===== config.mk =====
export PLATFORM = sky130hd
export DESIGN_NAME = icache_refill_ctrl
export DESIGN_NICKNAME = d
export VERILOG_FILES = /design/src/rtl/icache_refill_ctrl.sv
export SDC_FILE = /design/constraint.sdc
export NUM_CORES = 1
export LEC_CHECK = 0
export ABC_AREA = 1
export CAP_MARGIN = 0
export CORE_AREA = 4 4 282 173
export CTS_CLUSTER_DIAMETER = 150
export DETAILED_ROUTE_END_ITERATION = 7
export DIE_AREA = 0 0 286 177
export GPL_ROUTABILITY_DRIVEN = 0
export HOLD_SLACK_MARGIN = 0.02
export PLACE_DENSITY = 0.78
export SLEW_MARGIN = 10
export SYNTH_ARGS = -nofsm -noshare
export SYNTH_HDL_FRONTEND = slang
export SYNTH_SLANG_ARGS = --single-unit

===== constraint.sdc =====
create_clock -name clk -period 49.5 [get_ports clk]
set_input_delay 14.85 -clock clk [delete_from_list [all_inputs] [get_ports clk]]
set_output_delay 14.85 -clock clk [all_outputs]
set_load 0.02 [all_outputs]

===== src/rtl/icache_refill_ctrl.sv =====
// L1 instruction-cache refill sequencer: one block-read per miss, beat assembly, one-cycle cache write.
// Optional performance counters are enabled by defining ICACHE_REFILL_PERF_EN.
module icache_refill_ctrl #(
  parameter int ADDR_W  = 32,
  parameter int BLOCK_W = 256,
  parameter int MEM_W   = 64
) (
  input  logic               clk,
  input  logic               reset,
  input  logic               miss_i,
  input  logic [ADDR_W-1:0]  missAddr_i,
  input  logic               flush_i,
  output logic               memReq_o,
  output logic [ADDR_W-1:0]  memReqAddr_o,
  input  logic               memReqRdy_i,
  input  logic               memRspValid_i,
  input  logic [MEM_W-1:0]   memRspData_i,
  output logic               wrEnable_o,
  output logic [ADDR_W-1:0]  wrAddr_o,
  output logic [BLOCK_W-1:0] instBlock_o,
  output logic               busy_o,
  output logic [31:0]        refillCount_o,
  output logic [31:0]        missCycles_o
);

  localparam int BEATS       = BLOCK_W / MEM_W;
  localparam int OFFSET_BITS = $clog2(BLOCK_W / 8);
  localparam int BEAT_CNT_W  = (BEATS > 1) ? $clog2(BEATS) : 1;

  typedef enum logic [2:0] {IDLE, REQ, FILL, DROP, WRITE} state_t;

  state_t                  state, stateNext;
  logic [BEAT_CNT_W-1:0]   cnt, cntNext;
  logic [ADDR_W-1:0]       addr;
  logic [BLOCK_W-1:0]      fillBuf;
  logic [BLOCK_W-1:0]      assembled;
  logic                    lastBeat;
  logic                    unusedAddrBits;

  assign unusedAddrBits = ^missAddr_i[OFFSET_BITS-1:0];
  assign lastBeat       = memRspValid_i && (cnt == BEAT_CNT_W'(BEATS - 1));

  // NOTE: every variable written here gets a default first, so no path leaves it unassigned (no latch).
  always_comb begin
    stateNext = state;
    cntNext   = cnt;
    case (state)
      IDLE: if (miss_i && !flush_i) stateNext = REQ;
      REQ: begin
        if (memReqRdy_i) begin
          cntNext   = '0;
          stateNext = flush_i ? DROP : FILL;
        end else if (flush_i) begin
          stateNext = IDLE;
        end
      end
      FILL: begin
        if (memRspValid_i) cntNext = cnt + BEAT_CNT_W'(1);
        // A flush on the final beat leaves nothing outstanding, so there is nothing left to drop.
        if (flush_i)       stateNext = lastBeat ? IDLE : DROP;
        else if (lastBeat) stateNext = WRITE;
      end
      DROP: begin
        if (memRspValid_i) cntNext = cnt + BEAT_CNT_W'(1);
        if (lastBeat)      stateNext = IDLE;
      end
      WRITE:   stateNext = IDLE;
      default: stateNext = IDLE;
    endcase
  end

  always_comb begin
    assembled = fillBuf;
    assembled[int'(cnt) * MEM_W +: MEM_W] = memRspData_i;
  end

  // NOTE: sequential state uses non-blocking assignments so all flops update from pre-edge values.
  always_ff @(posedge clk) begin
    if (reset) begin
      state       <= IDLE;
      cnt         <= '0;
      addr        <= '0;
      wrAddr_o    <= '0;
      instBlock_o <= '0;
    end else begin
      state <= stateNext;
      cnt   <= cntNext;
      if (state == IDLE && miss_i && !flush_i)
        addr <= {missAddr_i[ADDR_W-1:OFFSET_BITS], {OFFSET_BITS{1'b0}}};
      if (state == FILL && lastBeat && !flush_i) begin
        wrAddr_o    <= addr;
        instBlock_o <= assembled;
      end
    end
  end

  // NOTE: the beat buffer is pure datapath, fully rewritten each refill, so it carries no reset.
  always_ff @(posedge clk) begin
    if (state == FILL && memRspValid_i) fillBuf <= assembled;
  end

  assign memReq_o     = (state == REQ);
  assign memReqAddr_o = addr;
  assign wrEnable_o   = (state == WRITE);
  assign busy_o       = (state != IDLE);

`ifdef ICACHE_REFILL_PERF_EN
  logic [31:0] refillCount, missCycles;

  always_ff @(posedge clk) begin
    if (reset) begin
      refillCount <= '0;
      missCycles  <= '0;
    end else begin
      if (state == WRITE) refillCount <= refillCount + 32'd1;
      if (busy_o)         missCycles  <= missCycles + 32'd1;
    end
  end

  assign refillCount_o = refillCount;
  assign missCycles_o  = missCycles;
`else
  assign refillCount_o = 32'd0;
  assign missCycles_o  = 32'd0;
`endif

endmodule

After elaboration in Yosys (flattened, before gate mapping). Index checks and enable logic that the tools add are counted.

$add $sub $neg: 2. Shifts and indexed selects: 2. Equality and inequality tests: 11. Multiplexer cells: 13. Reduce and logical (&&, ||, !) cells: 14.

Operator list (count): $bwmux W256 (1); $shift A64 B33 Y256 const A (1); $shiftx A64 B33 Y256 (1); $neg A8 Y33 (1); $mux W3 (6); $pmux W3 S4 (1); $logic_and A1 B1 Y1 (7); $eq A3 B2 Y1 const B (2); $mux W2 (3); $ne A2 B1 Y1 const B (2); $ne A2 B2 Y1 const B (2); $pmux W2 S2 (1); $reduce_and A4 Y1 (1); $eq A3 B1 Y1 const B (1); $eq A3 B3 Y1 const B (1); $logic_not A3 Y1 (1); $ne A3 B2 Y1 const B (1); $ne A3 B3 Y1 const B (1); $reduce_and A3 Y1 (1); $reduce_bool A3 Y1 (1); $add A2 B1 Y2 const B (1); $eq A2 B2 Y1 const B (1); $reduce_bool A2 Y1 (1); $reduce_or A2 Y1 (1); other kinds (2) (2).

Output and inout bits: 387. Logic and storage cells: 48. Bits in registers: 571.

Longest topological paths before layout. Gate-level depths: netlist of run 1.

Depth in word-level cells: 5. Gate-level depth with buffers: 13. Mapped depth without buffers: 9.

Least setup slack after synthesis of run 1. Ideal clock, no wire load.

Kind: input port to flip-flop. From: input memRspValid_i. To: register fillBuf[0] (enable). Arrival: 25524 ps. Path slack: 23099 ps. Required time: 48623 ps. Cell stages on the path: 2. Setup time: 877 ps. Path through: nand2_1 -> nor2_1.

Longest elaborated chain between the ends: 1.

Ends and longest elaborated chain: start, declared (RTL line 16) `input logic memRspValid_i,`; $logic_and A1 B1 Y1 (RTL line 99) `if (state == FILL && memRspValid_i) fillBuf <= assembled;`; end signal, assigned (RTL line 99); end, declared (RTL line 35) `logic [BLOCK_W-1:0] fillBuf;`.

Every way passes these cells. A chain may end at the register's enable or synchronous reset.

Worst setup path in the final report of run 1.
From: input memRspValid_i. To: register fillBuf[184] (enable).

The elaborated chain is that of the path after synthesis.

==> results of run 1 <==
## how the worst min path moves through the flow
stage,start,to,depth (start not counted)
2_1_floorplan,state[0],state[0],2
3_3_place_gp,memReqAddr_o[28],wrAddr_o[28],2
3_5_place_dp,memReqAddr_o[27],wrAddr_o[27],2
4_1_cts,memReqAddr_o[27],wrAddr_o[27],2
5_1_grt,memReqAddr_o[28],wrAddr_o[28],2
6_report,memReqAddr_o[27],wrAddr_o[27],2
## routing by layer
layer | vias to the layer above | global-route usage, %
met3 | 116 | 4.41
met2 | 718 | 42.4
met5 | - | 0
met4 | 0 | 7.05
met1 | 8982 | 35.5
li1 | 8727 | -
## power breakdown
part | total (W) | internal (W) | switching [W]
clock | 0.000425 | 0.000247 | 0.000178
sequential | 0.000552 | 0.000538 | 0.0000144
combinational | 0.000226 | 0.0000605 | 0.000165
## registers in the layout, indices dropped and copies added (netlist names)
| signal | cells |
|---|---|
| memReqAddr_o | 27 |
| cnt | 2 |
| fillBuf | 256 |
| wrAddr_o | 27 |
| state | 3 |
| instBlock_o | 256 |
## through the flow
| stage | instance area, um^2 | instances | setup WS (ns) |
|---|---|---|---|
| final | 28700 | 3482 | 31.65 |
| after floorplan | 23200 | 2570 | 23.10 |
| after global placement | 26900 | 3386 | 31.12 |
| after global routing | 28700 | 3482 | 31.47 |
| after detailed placement | 26900 | 3386 | 31.06 |
| after CTS | 28700 | 3482 | 31.65 |
## layout make-up
cell class	instances	area (um^2)
Fill cell	3799	17400
Tap cell	630	788
Timing Repair Buffer	426	4230
Inverter	239	907
Clock inverter	23	264
Clock buffer	73	1540
Multi-Input combinational cell	1520	6980
Sequential cell	571	14000
## synthesized netlist by cell type (39+ instances only)
master / instances / area [um^2]
a21oi_1: 90 / 450
inv_1: 231 / 867
edfxtp_1: 256 / 7690
dfxtp_1: 315 / 6310
nand2_1: 284 / 1070
o21a_1: 39 / 293
buf_4: 85 / 638
o21ai_0: 395 / 1980
o22ai_1: 64 / 400
clkbuf_1: 83 / 312
nor2_1: 481 / 1810
buf_2: 64 / 320
## worst max-delay path, cell delays in order
cell and delay [ns]:
clkdlybuf4s50_1 0.47, nand2_1 0.10, nor2_4 0.59, buf_4 0.92
buf_4 0.96
## logic make-up (layout without fill, tap and decap cells)
| group | after synthesis | after routing | share of synthesized area, % |
|---|---|---|---|
| simple gates | 783 | 783 | 13.2 |
| other cells | 1 | 74 | 0.0164 |
| flops | 571 | 571 | 61.1 |
| fa+ha+maj | 5 | 5 | 0.273 |
| buf+inv | 479 | 761 | 9.72 |
| compound gates | 658 | 658 | 15.7 |
==> out/metrics.yaml, run 1 <==
floorplanning:
  num_rows: 61
  die_area_um2: 50600
  coreArea_um2: 46100
  initial_core_util_pct: 49.7
  die_w_um: 286
  io_pins: 489
  dieHeight_um: 177
setup_path:
  crit_arrival_ns: 18.03
  crit_fanout: 78
  critPathLaunch: "memRspValid_i"
  cp.required_ns: 49.68
  critPathCapture: "fillBuf[184]"
  reg2reg_depth: 8
  end_kind: "register"
  reg2reg_setup_slack_ns: 44.12
  r2r_start: "cnt[0]"
  rr_endpoint: "instBlock_o[157]"
  cp-start-kind: "input port"
  critPathKind: "in -> reg"
synth:
  ys.flop_type: "dfxtp_1"
  ys_warn_count: 0
  avgSynthCellArea_um2: 9.17
  synth.cell_area_um2: 22900
  ys_types: 31
  ys_ff_latch: 571
  async_reset_ff_share_pct: 0
  netlist_instances: 2497
  synth_edf_count: 256
  seq_area_frac_synth_pct: 61.1
drt:
  drtAntennaViolNets: 0
  met3_length_mm: 4.74
  top_layer: "met4"
  vias: 18500
  first_iter_violations: 1605
  drc: 0
  routed_via_density: 5.33
  wl_met2_mm: 31.6
  wl_met1_mm: 28.9
  wl_mm: 67.1
  drt_pass1_iterations: 6
  wire_per_inst_um: 19.3
global_route:
  grt_pass1_vias: 18100
  antenna_found_initial: 0
  grt.overflow.total: 0
  grt_max_degree: 282
  grt_use_total_pct: 25.7
  grt_pass1_wl_mm: 104
clocking:
  ctsHoldBuffers: 0
  cts_resized: 0
  clock-root-buffer: "clkbuf_16"
  clk_latency_ns: 0.57
  clock-sinks: 571
  clk_pin_slew_ns: 0.06
  cts_buffers: 52
  post_cts_buffers: 0
  tritoncts: "built"
  h-tree-depth: 2
  clock_path_buffers: 3
sta:
  fin_worst_skew_ns: 0.0119
  period_share_pct: 36.1
  slew_headroom_pct: 7.65
  setup_viol: 0
  rsz0062_at_grt: "no"
  tns_ns: 0
  holdWs_ns: 0.506
  fmax_mhz: 56.0
  fin_crit_ns: 17.85
  hold_violations: 0
  drv_slew: 0
  tightest_slew_ns: 1.39
finish:
  diodes: 0
  drive_above_1_share_pct: 4.14
  finish.utilization_pct: 62.3
  fin_nets: 2917
  final_cell_mix: "480 x nor2_1, 409 x clkdlybuf4s50_1, 395 x o21ai_0"
  final_common_cell: "nor2_1"
  layout-area-overhead-vs-synth_pct: 25.3
power_and_ir_drop:
  p_per_area_nw_per_um2: 41.9
  vdd_drop_max_uv: 66.0
  p_leak_nw: 11.3
  total_power_w: 0.00120
outcome:
  status: "finished clean"
placement:
  port_buffers: 409
  dp_hpwl_mm: 40.8
flow_run:
  drv_cap: 0
hold_path:
  min_path_type: "reg -> reg"
No activity file was read; power rests on OpenSTA's default activity.
==> run 2, diff against run 1 <==
Settings changed: CORE_AREA 4 4 282 173 to 4 4 294 180, DIE_AREA 0 0 286 177 to 0 0 298 184, PLACE_DENSITY 0.78 to 0.76.
Clock period 49.5 ns to 16.2 ns, I/O delays scaled along.
==> run 2 against run 1 <==
Against the previous run:
- sequential share of layout area decreased by 0.21 points
- cell area up 0.43%
- clock skew is 0.013 ns higher
- flip-flop and latch count unchanged
- non-clock buffer count grew 2
- critical endpoint is now instBlock_o[70]
- largest cell class unchanged
==> out/metrics.yaml, run 2 (synthesis results as in run 1) <==
setup_path:
  worst-path-buf-inv: 4  # +1
  reg2reg_setup_slack_ns: 11.07  # -33.05 ns
  crit_arrival_ns: 8.58  # -9.45 ns
  critPathSlowestCell: "buf_4"
  path_cells: "clkdlybuf4s50_1, nor2_1, nand2_1, nor2_4, buf_4, buf_4, buf_4, o21ai_0, a21oi_1"
  r2r_start: "cnt[0]"
  path_delay_family: "buffers and inverters"
  end_kind: "register"
  critPathLaunch: "flush_i"
  rr_endpoint: "instBlock_o[85]"
  reg2reg_depth: 10  # +2
  crit_fanout: 106  # +36%
  cp.required_ns: 16.69  # -32.99 ns
  slowest_delay_ns: 0.85  # -0.11 ns
  crit_top_cell: "buf_4"
  cp-start-kind: "input port"
  critPathKind: "in -> reg"
clocking:
  clock_path_buffers: 3  # unchanged
  clock-sinks: 571  # unchanged
  cts_buffers: 52  # unchanged
  tritoncts: "built"
  clk_pin_slew_ns: 0.06  # about the same
  clk_latency_ns: 0.57  # about the same
  h-tree-depth: 2  # unchanged
  cts_resized: 0  # unchanged
  post_cts_buffers: 0  # unchanged
  clock-root-buffer: "clkbuf_16"
  ctsHoldBuffers: 0  # unchanged
finish:
  layout-area-overhead-vs-synth_pct: 25.9
  reg_top3: "fillBuf: 256 flops, instBlock_o: 256 flops"
  fill_cells: 4319  # +14%
  final_cell_mix: "480 x nor2_1, 409 x clkdlybuf4s50_1, 395 x o21ai_0"
  drive_above_1_share_pct: 4.24  # +0.10 points
  final_common_cell: "nor2_1"
  fin_nets: 2919  # +0.069%
power_and_ir_drop:
  power_frac_seq_pct: 44.8  # -1.1 points
  total_power_w: 0.00373  # +210%
  pwr-share-comb_pct: 19.2  # +0.4 points
  p_int_w: 0.00264  # +210%
  p_leak_nw: 11.4  # +0.35%
  p_per_area_nw_per_um2: 129  # +210%
  p_sw_share_pct: 29.2  # -0.48 points
  p_sw_w: 0.00109  # +200%
  pwr-share-clk_pct: 35.9  # +0.6 points
  vdd_drop_max_uv: 88.5  # +34%
floorplanning:
  io_pins: 489  # unchanged
  dieHeight_um: 184  # +4.0%
  die_area_um2: 54800  # +8.3%
  initial_core_util_pct: 45.4  # -4.3 points
  coreArea_um2: 50400  # +9.4%
  num_rows: 64  # +4.9%
  die_w_um: 298  # +4.2%
sta:
  fmax_mhz: 124
  tns_ns: 0  # unchanged
  hold_violations: 0  # unchanged
  drv_slew: 0  # unchanged
  slew_headroom_pct: 21.3  # +14 points
  tightest_slew_ns: 1.18  # -0.209 ns
  period_share_pct: 49.9
  rsz0062_at_grt: "no"
  setup_viol: 0  # unchanged
  fin_worst_skew_ns: 0.0244  # +0.0125 ns
  fin_crit_ns: 8.09
drt:
  first_iter_violations: 1711  # +6.6%
  vias: 18400  # -0.67%
  routed_via_density: 5.24  # -1.6%
  wire_per_inst_um: 19.1  # -1.1%
  wl_mm: 67.0  # -0.11%
  drt_pass1_iterations: 5  # -1
  drc: 0  # unchanged
  drtAntennaViolNets: 0  # unchanged
hold_path:
  holdCritStartpoint: "memReqAddr_o[21]"
  min_to: "wrAddr_o[21]"
  whs_path_depth: 2  # unchanged
  min_path_type: "reg -> reg"
global_route:
  grt_max_degree: 213  # -24%
  grt_pass1_vias: 17900  # -1.2%
  grt_use_total_pct: 23.5  # -2.2 points
  grt.overflow.total: 0  # unchanged
  antenna_found_initial: 1  # +1
  grt_pass1_wl_mm: 103  # -0.70%
flow_run:
  drv_cap: 0  # unchanged
placement:
  dp_hpwl_mm: 41.3  # +1.2%
  port_buffers: 409  # unchanged
outcome:
  status: "finished clean"
## run 2: changes by cell type in the layout (fill, tap and decap cells not counted), sizes merged
cell / before / now
clkbuf: 73 / 76
bufinv: 6 / 9
diode: 0 / 2
clkinv: 15 / 9
buf: 17 / 19
## run 2: final cells by class
class	count	area, um^2	share of cell area [%]
multi-input cells	1520	6980	24.2
clock buffers	76	1530	5.29
well taps	660	826	2.86
flip-flops and latches	571	14000	48.5
diodes	2	5.00	0.0174
repair buffers	428	4250	14.7
inverters	239	911	3.16
clock inverters	20	337	1.17
## run 2: power by group through the flow
stage	clock network (W)	registers, W	logic (W)
final	0.00134	0.00167	0.000717
after global routing	0.00142	0.00168	0.000788
after CTS	0.00136	0.00167	0.000705
after detailed placement	0	0.00170	0.000700
after global placement	0	0.00170	0.000672
after floorplan	0	0.00172	0.000451
## run 2: how the worst max path moves through the flow
| stage | endpoint | slack, ns | cells past startpoint |
|---|---|---|---|
| after floorplan | fillBuf[0] | 4.14 | 2 |
| after global placement | instBlock_o[85] | 7.76 | 9 |
| after detailed placement | instBlock_o[70] | 7.64 | 9 |
| after CTS | instBlock_o[255] | 8.21 | 9 |
| after global routing | instBlock_o[68] | 7.84 | 9 |
| final | instBlock_o[70] | 8.11 | 9 |
## run 2: layer usage
layer  up-vias  global-route usage (%)  wire length [um]
met5         -                       0                 0
met4         0                    5.69              1450
met2       649                    39.1             32000
met3        99                    4.17              4560
li1       8725                       -                 -
met1      8945                    32.3             29000
## run 2: worst register-to-register path, cell delays in order, from the launching register on
cell	delay, ns
dfxtp_2	0.31
buf_4	0.55
inv_2	0.59
ha_1	0.50
inv_2	0.09
buf_4	0.76
nand2_2	0.14
nor2_4	0.79
inv_2	0.74
o21a_1	0.43
a21oi_1	0.16
## run 2: metrics by stage
| stage | cells | hold WS (ns) | area, um^2 | utilization [%] | worst slack (ns) |
|---|---|---|---|---|---|
| finish | 3516 | 0.509 | 28800 | 57.2 | 8.11 |
| global route | 3515 | 0.531 | 28800 | 57.1 | 7.84 |
| CTS | 3513 | 0.505 | 28800 | 57.1 | 8.21 |
| detailed placement | 3417 | 0.493 | 26900 | 53.4 | 7.64 |
| global placement | 3417 | 0.487 | 26900 | 53.4 | 7.76 |
| floorplan | 2570 | 0.511 | 23200 | - | 4.14 |
